`src/rtl/multi_lane_load_serializer.sv`:
```
// Multi-lane load serializer: shifts N_CH words out in parallel on a shared SCLK,
// framed by an active-low LD_n window, with start/busy/done handshake and abort.
module multi_lane_load_serializer #(
  parameter int unsigned DATA_W = 16,
  parameter int unsigned N_CH   = 2,
  parameter int unsigned CNT_W  = 10
) (
  input  logic                     CLK100MHZ,
  input  logic                     ser_cnt_reset,
  input  logic                     start,
  input  logic                     abort,
  input  logic [N_CH*DATA_W-1:0]   data,
  input  logic                     lsb_first,
  input  logic [CNT_W-1:0]         t_lo,
  input  logic [CNT_W-1:0]         t_hi,
  output logic [N_CH-1:0]          SRI,
  output logic                     SCLK,
  output logic                     LD_n,
  output logic                     busy,
  output logic                     done
);

  localparam int unsigned BIT_W = $clog2(DATA_W + 1);

  // The one-cycle LATCH/done step is folded into the return to IDLE, so a start
  // held through the done cycle is accepted on the very next edge.
  typedef enum logic [1:0] {
    S_IDLE,
    S_LOW,
    S_HIGH,
    S_TAIL
  } state_t;

  state_t                        state_q;
  logic [N_CH-1:0][DATA_W-1:0]   sh_q;
  logic [N_CH-1:0][DATA_W-1:0]   sh_d;
  logic                          lsb_q;
  logic [CNT_W-1:0]              tlo_q;
  logic [CNT_W-1:0]              thi_q;
  logic [CNT_W-1:0]              cnt_q;
  logic [BIT_W-1:0]              bit_q;
  logic [N_CH-1:0]               sri_q;
  logic                          sclk_q;
  logic                          ldn_q;
  logic                          busy_q;
  logic                          done_q;

  logic [CNT_W-1:0]              tlo_e;
  logic [CNT_W-1:0]              thi_e;
  logic [N_CH-1:0]               first_bits;
  logic [N_CH-1:0]               next_bits;
  logic                          lo_end;
  logic                          hi_end;
  logic                          last_bit;

  always_comb begin
    tlo_e = (t_lo == '0) ? CNT_W'(1) : t_lo;
    thi_e = (t_hi == '0) ? CNT_W'(1) : t_hi;
    for (int unsigned c = 0; c < N_CH; c++) begin
      sh_d[c]       = lsb_q ? (sh_q[c] >> 1) : (sh_q[c] << 1);
      next_bits[c]  = lsb_q ? sh_q[c][1] : sh_q[c][DATA_W-2];
      first_bits[c] = lsb_first ? data[c*DATA_W] : data[c*DATA_W + DATA_W - 1];
    end
  end

  assign lo_end   = (cnt_q == tlo_q - CNT_W'(1));
  assign hi_end   = (cnt_q == thi_q - CNT_W'(1));
  assign last_bit = (bit_q == BIT_W'(DATA_W - 1));

  always_ff @(posedge CLK100MHZ or posedge ser_cnt_reset) begin
    if (ser_cnt_reset) begin
      state_q <= S_IDLE;
      sh_q    <= '0;
      lsb_q   <= 1'b0;
      tlo_q   <= '0;
      thi_q   <= '0;
      cnt_q   <= '0;
      bit_q   <= '0;
      sri_q   <= '0;
      sclk_q  <= 1'b0;
      ldn_q   <= 1'b1;
      busy_q  <= 1'b0;
      done_q  <= 1'b0;
    end else begin
      done_q <= 1'b0;
      if (state_q != S_IDLE && abort) begin
        state_q <= S_IDLE;
        cnt_q   <= '0;
        bit_q   <= '0;
        sri_q   <= '0;
        sclk_q  <= 1'b0;
        ldn_q   <= 1'b1;
        busy_q  <= 1'b0;
      end else begin
        unique case (state_q)
          S_IDLE: begin
            if (start && !abort) begin
              state_q <= S_LOW;
              sh_q    <= data;
              lsb_q   <= lsb_first;
              tlo_q   <= tlo_e;
              thi_q   <= thi_e;
              cnt_q   <= '0;
              bit_q   <= '0;
              sri_q   <= first_bits;
              sclk_q  <= 1'b0;
              ldn_q   <= 1'b0;
              busy_q  <= 1'b1;
            end
          end
          S_LOW: begin
            if (lo_end) begin
              state_q <= S_HIGH;
              cnt_q   <= '0;
              sclk_q  <= 1'b1;
            end else begin
              cnt_q <= cnt_q + CNT_W'(1);
            end
          end
          S_HIGH: begin
            if (hi_end) begin
              cnt_q  <= '0;
              sh_q   <= sh_d;
              bit_q  <= bit_q + BIT_W'(1);
              sclk_q <= 1'b0;
              if (last_bit) begin
                state_q <= S_TAIL;
                sri_q   <= '0;
              end else begin
                state_q <= S_LOW;
                sri_q   <= next_bits;
              end
            end else begin
              cnt_q <= cnt_q + CNT_W'(1);
            end
          end
          S_TAIL: begin
            if (lo_end) begin
              state_q <= S_IDLE;
              cnt_q   <= '0;
              bit_q   <= '0;
              ldn_q   <= 1'b1;
              busy_q  <= 1'b0;
              done_q  <= 1'b1;
            end else begin
              cnt_q <= cnt_q + CNT_W'(1);
            end
          end
          default: state_q <= S_IDLE;
        endcase
      end
    end
  end

  assign SRI  = sri_q;
  assign SCLK = sclk_q;
  assign LD_n = ldn_q;
  assign busy = busy_q;
  assign done = done_q;

endmodule
```
`config.mk`:
```
export PLATFORM = sky130hd
export DESIGN_NAME = multi_lane_load_serializer
export DESIGN_NICKNAME = d
export VERILOG_FILES = /design/src/rtl/multi_lane_load_serializer.sv
export SDC_FILE = /design/constraint.sdc
export NUM_CORES = 1
export LEC_CHECK = 0
export CELL_PAD_IN_SITES_DETAIL_PLACEMENT = 0
export CELL_PAD_IN_SITES_GLOBAL_PLACEMENT = 2
export CORE_ASPECT_RATIO = 0.7
export CORE_MARGIN = 2
export CORE_UTILIZATION = 32
export DETAILED_ROUTE_END_ITERATION = 8
export GPL_TIMING_DRIVEN = 1
export PLACE_DENSITY_LB_ADDON = 0.1
export SLEW_MARGIN = 5
export SYNTH_ARGS = -nofsm -noshare
export SYNTH_HDL_FRONTEND = slang
export SYNTH_SLANG_ARGS = --single-unit
```
`constraint.sdc`:
```
create_clock -name CLK100MHZ -period 2.6 [get_ports CLK100MHZ]
set_input_delay 0.52 -clock CLK100MHZ [delete_from_list [all_inputs] [get_ports CLK100MHZ]]
set_output_delay 0.52 -clock CLK100MHZ [all_outputs]
set_load 0.005 [all_outputs]
```
**Yosys cells after proc, flatten, opt, wreduce, memory -nomap -nowiden**

Index checks and enable logic that the tools add are counted.

- Flip-flop bits (word level): 76

- $add $sub $neg: 4
- Equal/unequal tests: 12
- Mux-type cells: 47
- Bitwise logic cells: 1
- Reductions and logical operators: 20

Operator list:

| cell | count |
|---|---|
| $mux 32 | 2 |
| $pmux 32 s2 | 1 |
| $mux 10 | 6 |
| $mux 16 | 2 |
| $pmux 10 s3 | 1 |
| $eq 10x10->1 | 2 |
| $logic_not 10->1 | 2 |
| $mux 2 | 10 |
| $mux 5 | 4 |
| $sub 10x1->10 const B | 2 |
| $reduce_and 4->1 | 4 |
| $mux 1 | 15 |
| $pmux 5 s3 | 1 |
| $ne 3x3->1 const B | 4 |
| $add 10x1->10 const B | 1 |
| $reduce_and 3->1 | 3 |
| $pmux 2 s4 | 1 |
| $reduce_bool 4->1 | 2 |
| $reduce_bool 3->1 | 2 |
| $add 5x1->5 const B | 1 |
| $eq 5x4->1 const B | 1 |
| $eq 2x2->1 const B | 2 |
| $ne 2x2->1 const B | 2 |
| $pmux 1 s2 | 2 |
| other kinds (9) | 11 |

**Longest topological paths before layout**

- Depth in word-level cells: 5
- Mapped depth: 11
- Gate-level depth less buffers: 9

**Worst setup path after synthesis**

Ideal clock, no wire load.

- Path kind: reg-to-reg
- From: register thi_q[0]
- To: register bit_q[1]
- Library setup time: 0.125 ns
- Data arrival time: 2.628 ns
- Data required time: 2.475 ns
- Slack: -0.153 ns
- Cell stages (with the launch flop): 12
- Path buffers: 2
- Cells stage by stage: dfrtp_1 inv_1 ha_1 buf_2 or4b_4 o41ai_2 a21oi_1 nand2b_1 o31a_1 buf_6 a21oi_4 mux2_4

- Word-level cells in the longest chain between the ends: 4

RTL lines:

| what | RTL line | text |
|---|---|---|
| from (decl) | 39 | `logic [CNT_W-1:0] thi_q;` |
| from (signal assigned) | 102 | `thi_q <= thi_e;` |
| $sub 10x1->10 | 67 | `assign hi_end = (cnt_q == thi_q - CNT_W'(1));` |
| $eq 10x10->1 | 67 |  |
| $ne 3x3->1 (no source line) | - |  |
| $reduce_and 4->1 (no source line) | - |  |
| to (signal assigned) | 124 | `bit_q <= bit_q + BIT_W'(1);` |
| to (decl) | 41 | `logic [BIT_W-1:0] bit_q;` |

Every way passes these cells.
A chain may end at the register's enable or synchronous reset.

**Final worst setup path**

- From: register thi_q[0]
- To: register bit_q[4]

The elaborated chain is that of the path after synthesis.

==> flow_summary.json <==
{
  "status": "finished with violations",
  "violations": "setup timing",
  "synth_seq_cells": 76,
  "drv_slew": 0,
  "wl_um": 12650,
  "ir_drop_mv": 0.4066,
  "cts_root_buf": "clkbuf_16",
  "numCtsBuffers": 9,
  "yosys_warnings": 0,
  "relSlewSlack": 0.6071,
  "timing.rr.end": "bit_q[4]",
  "p_leak_nw": 2.942,
  "drv_cap": 0,
  "endpoint_kind": "register",
  "min_period_ps": 2690,
  "min_path_type": "register to register",
  "worst_pin_slew_ps": 589.4,
  "arrival_ps": 2910,
  "cts.sinks": 76,
  "reg2reg_depth": 9,
  "critPathKind": "register to register",
  "fin_worst_skew_ps": 11.79,
  "yosys.cell_count.top_type": "dfrtp_1",
  "synth_top_area_frac": 0.3849,
  "hold_path_depth": 2,
  "total_power_mw": 7.569,
  "gr-total-overflow": 0,
  "start_util": 0.3291,
  "cts_tree": "built",
  "post_drt_wl_per_cell_um": 16.20,
  "setup_slack_ps": -89.90,
  "synthTopCellsByCount": "dfrtp_1, nor2_1, a21oi_1",
  "die_w_um": 151.5,
  "core_um2": 14810,
  "grt_first_pass_wirelength_um": 20270,
  "detail_route.first_pass.iterations": 4,
  "r2r_slack_ps": -90,
  "clkTransAtPathRegs_ps": 60,
  "io_pins": 63,
  "std_cell_rows": 37,
  "tns_ps": -1786,
  "fmax_mhz": 371.8,
  "yosys.area.top_type": "dfrtp_1",
  "synthTopCellsByArea": "dfrtp_1, mux2_4, mux2i_1",
  "power_density_nw_per_um2": 1137,
  "critPathRequiredTime_ps": 2820,
  "setup_viol": 37,
  "cp-start-kind": "register",
  "syn-cell-area_um2": 4876,
  "postSynthAreaPerCell_um2": 10.10,
  "grt_setup_unrepaired": "true",
  "vias": 3856,
  "finalHoldViolCount": 0,
  "antenna_left": 0,
  "drt_iter0_markers": 195,
  "die_h_um": 107.3,
  "synth_nets": 549,
  "place_congestion": 0.8125,
  "antenna_found_initial": 0,
  "pre_cts_slack_ps": -150.2,
  "synth_edf_count": 0,
  "clk_path_buf_depth": 2,
  "htree_levels": 3,
  "diodes": 0,
  "grt_max_degree": 73,
  "r2r_start": "thi_q[0]",
  "drive_gt1_frac": 0.2799,
  "hpwl_um": 9137,
  "period_share": 1.035,
  "grt.total_usage": 0.1611,
  "min_to": "LD_n",
  "viasPerCell": 4.937,
  "ys_types": 64,
  "fin_nets": 648,
  "clk_latency_ps": 340,
  "final_util": 0.4495,
  "min_from": "LD_n",
  "synthArstFlopShare": 1.000,
  "die-area_um2": 16260,
  "io_buffers": 62,
  "grt_pass1_vias": 3715,
  "syn_to_final_growth_pct": 36.57,
  "yosysSeqAreaShare": 0.3903,
  "crit_fanout": 5,
  "drcViolationCount": 0,
  "yosys_most_used_dff": "dfrtp_1",
  "syn_inst": 483
}
-- worst max-delay path by stage --
stage	startpoint	end	slack [ps]	depth (start not counted)
5_1_grt	thi_q[0]	bit_q[4]	-180	10
3_5_place_dp	thi_q[0]	sh_q[22]	-150	11
6_report	thi_q[0]	bit_q[4]	-90	9
4_1_cts	thi_q[1]	sh_q[25]	-70	10
3_3_place_gp	thi_q[0]	sh_q[4]	-110	11
2_1_floorplan	thi_q[0]	bit_q[1]	-110	11
-- registers in the layout, indices dropped and copies added, names as in the netlist --
signal / count
sh_q: 32
lsb_q: 1
bit_q: 5
done: 1
thi_q: 10
tlo_q: 10
SCLK: 1
busy: 1
LD_n: 1
SRI: 2
state_q: 2
cnt_q: 10
-- timing repair --
item | 4_1_cts | 5_1_grt
cloned | 1 | 1
endpoints found under the hold margin | 0 | 0
pin swaps | 10 | 4
hold buffers | 0 | 0
buffers inserted | 3 | 3
endpoints found under the setup margin | 50 | 54
resized for setup | 17 | 29
-- cell type report --
type	instances	area, um2
inverters	20	75.07
clock inverters	5	85.08
multi-input cells	358	2954
well taps	195	244.0
fillers	1401	8155
repair buffers	117	1159
flip-flops and latches	76	1903
clock buffers	10	239.0
-- critical path, cell delays in order (launching register included) --
cell      delay, ps
dfrtp_1         390
inv_2            80
ha_4            150
or4b_4          510
o41ai_4         270
a21oi_1         110
nand2b_4        180
o31a_1          360
a21oi_4         210
mux2_4          320
-- cell usage in the layout (no fill, tap or decap), types with 3 or more instances in the layout --
cell type	Yosys	routed
mux2i_1	31	31
xnor2_1	12	11
nand2_1	23	22
nor2_1	43	43
buf_6	4	4
a21o_1	5	5
ha_1	9	6
dfrtp_1	75	75
o2bb2ai_1	4	3
nand3_1	10	9
inv_1	20	17
o2111ai_1	3	3
buf_4	0	43
o21ai_0	26	23
clkbuf_16	0	11
a2bb2oi_1	3	3
nand3b_1	3	3
clkdlybuf4s50_1	0	62
xor2_1	13	13
and3_1	6	6
o221ai_2	1	3
nand2b_1	7	6
nor3_1	10	9
nor4_1	5	3
a21oi_1	36	36
mux2_2	23	23
inv_2	0	3
mux2_4	30	30
buf_12	0	6
-- routing by layer --
layer | vias to the layer above | track usage | wire [um]
met3 | 8 | 0.03517 | 467
met4 | 0 | 0.03571 | 99
li1 | 1940 | - | -
met2 | 59 | 0.2069 | 4868
met1 | 1849 | 0.2654 | 7218
met5 | - | 0 | 0
-- where the power goes --
group,switching [mW],internal (mW),leakage [nW]
sequential,0.495,1.68,0.933
clock,0.515,0.867,0.155
combinational,1.84,2.17,1.85
-- cell families after synthesis --
| kind of cell | after synthesis | synth area share |
|---|---|---|
| AO/OA/AOI/OAI | 113 | 0.1568 |
| XOR/XNOR | 25 | 0.04491 |
| adder cells (fa/ha/maj) | 9 | 0.02310 |
| buffers and inverters | 49 | 0.04490 |
| flip-flops | 76 | 0.3903 |
| multiplexers | 84 | 0.2091 |
| AND/OR/NAND/NOR | 127 | 0.1309 |
-- through the flow --
stage          instance area (um2)  instances  hold slack [ps]
6_report                      6659        781            496.0
5_1_grt                       6659        781            518.5
4_1_cts                       6466        777            499.6
3_5_place_dp                  6041        758            491.4
3_3_place_gp                  6041        758            489.0
2_1_floorplan                 4896        483            470.1
No activity file was read; power rests on OpenSTA's default activity.
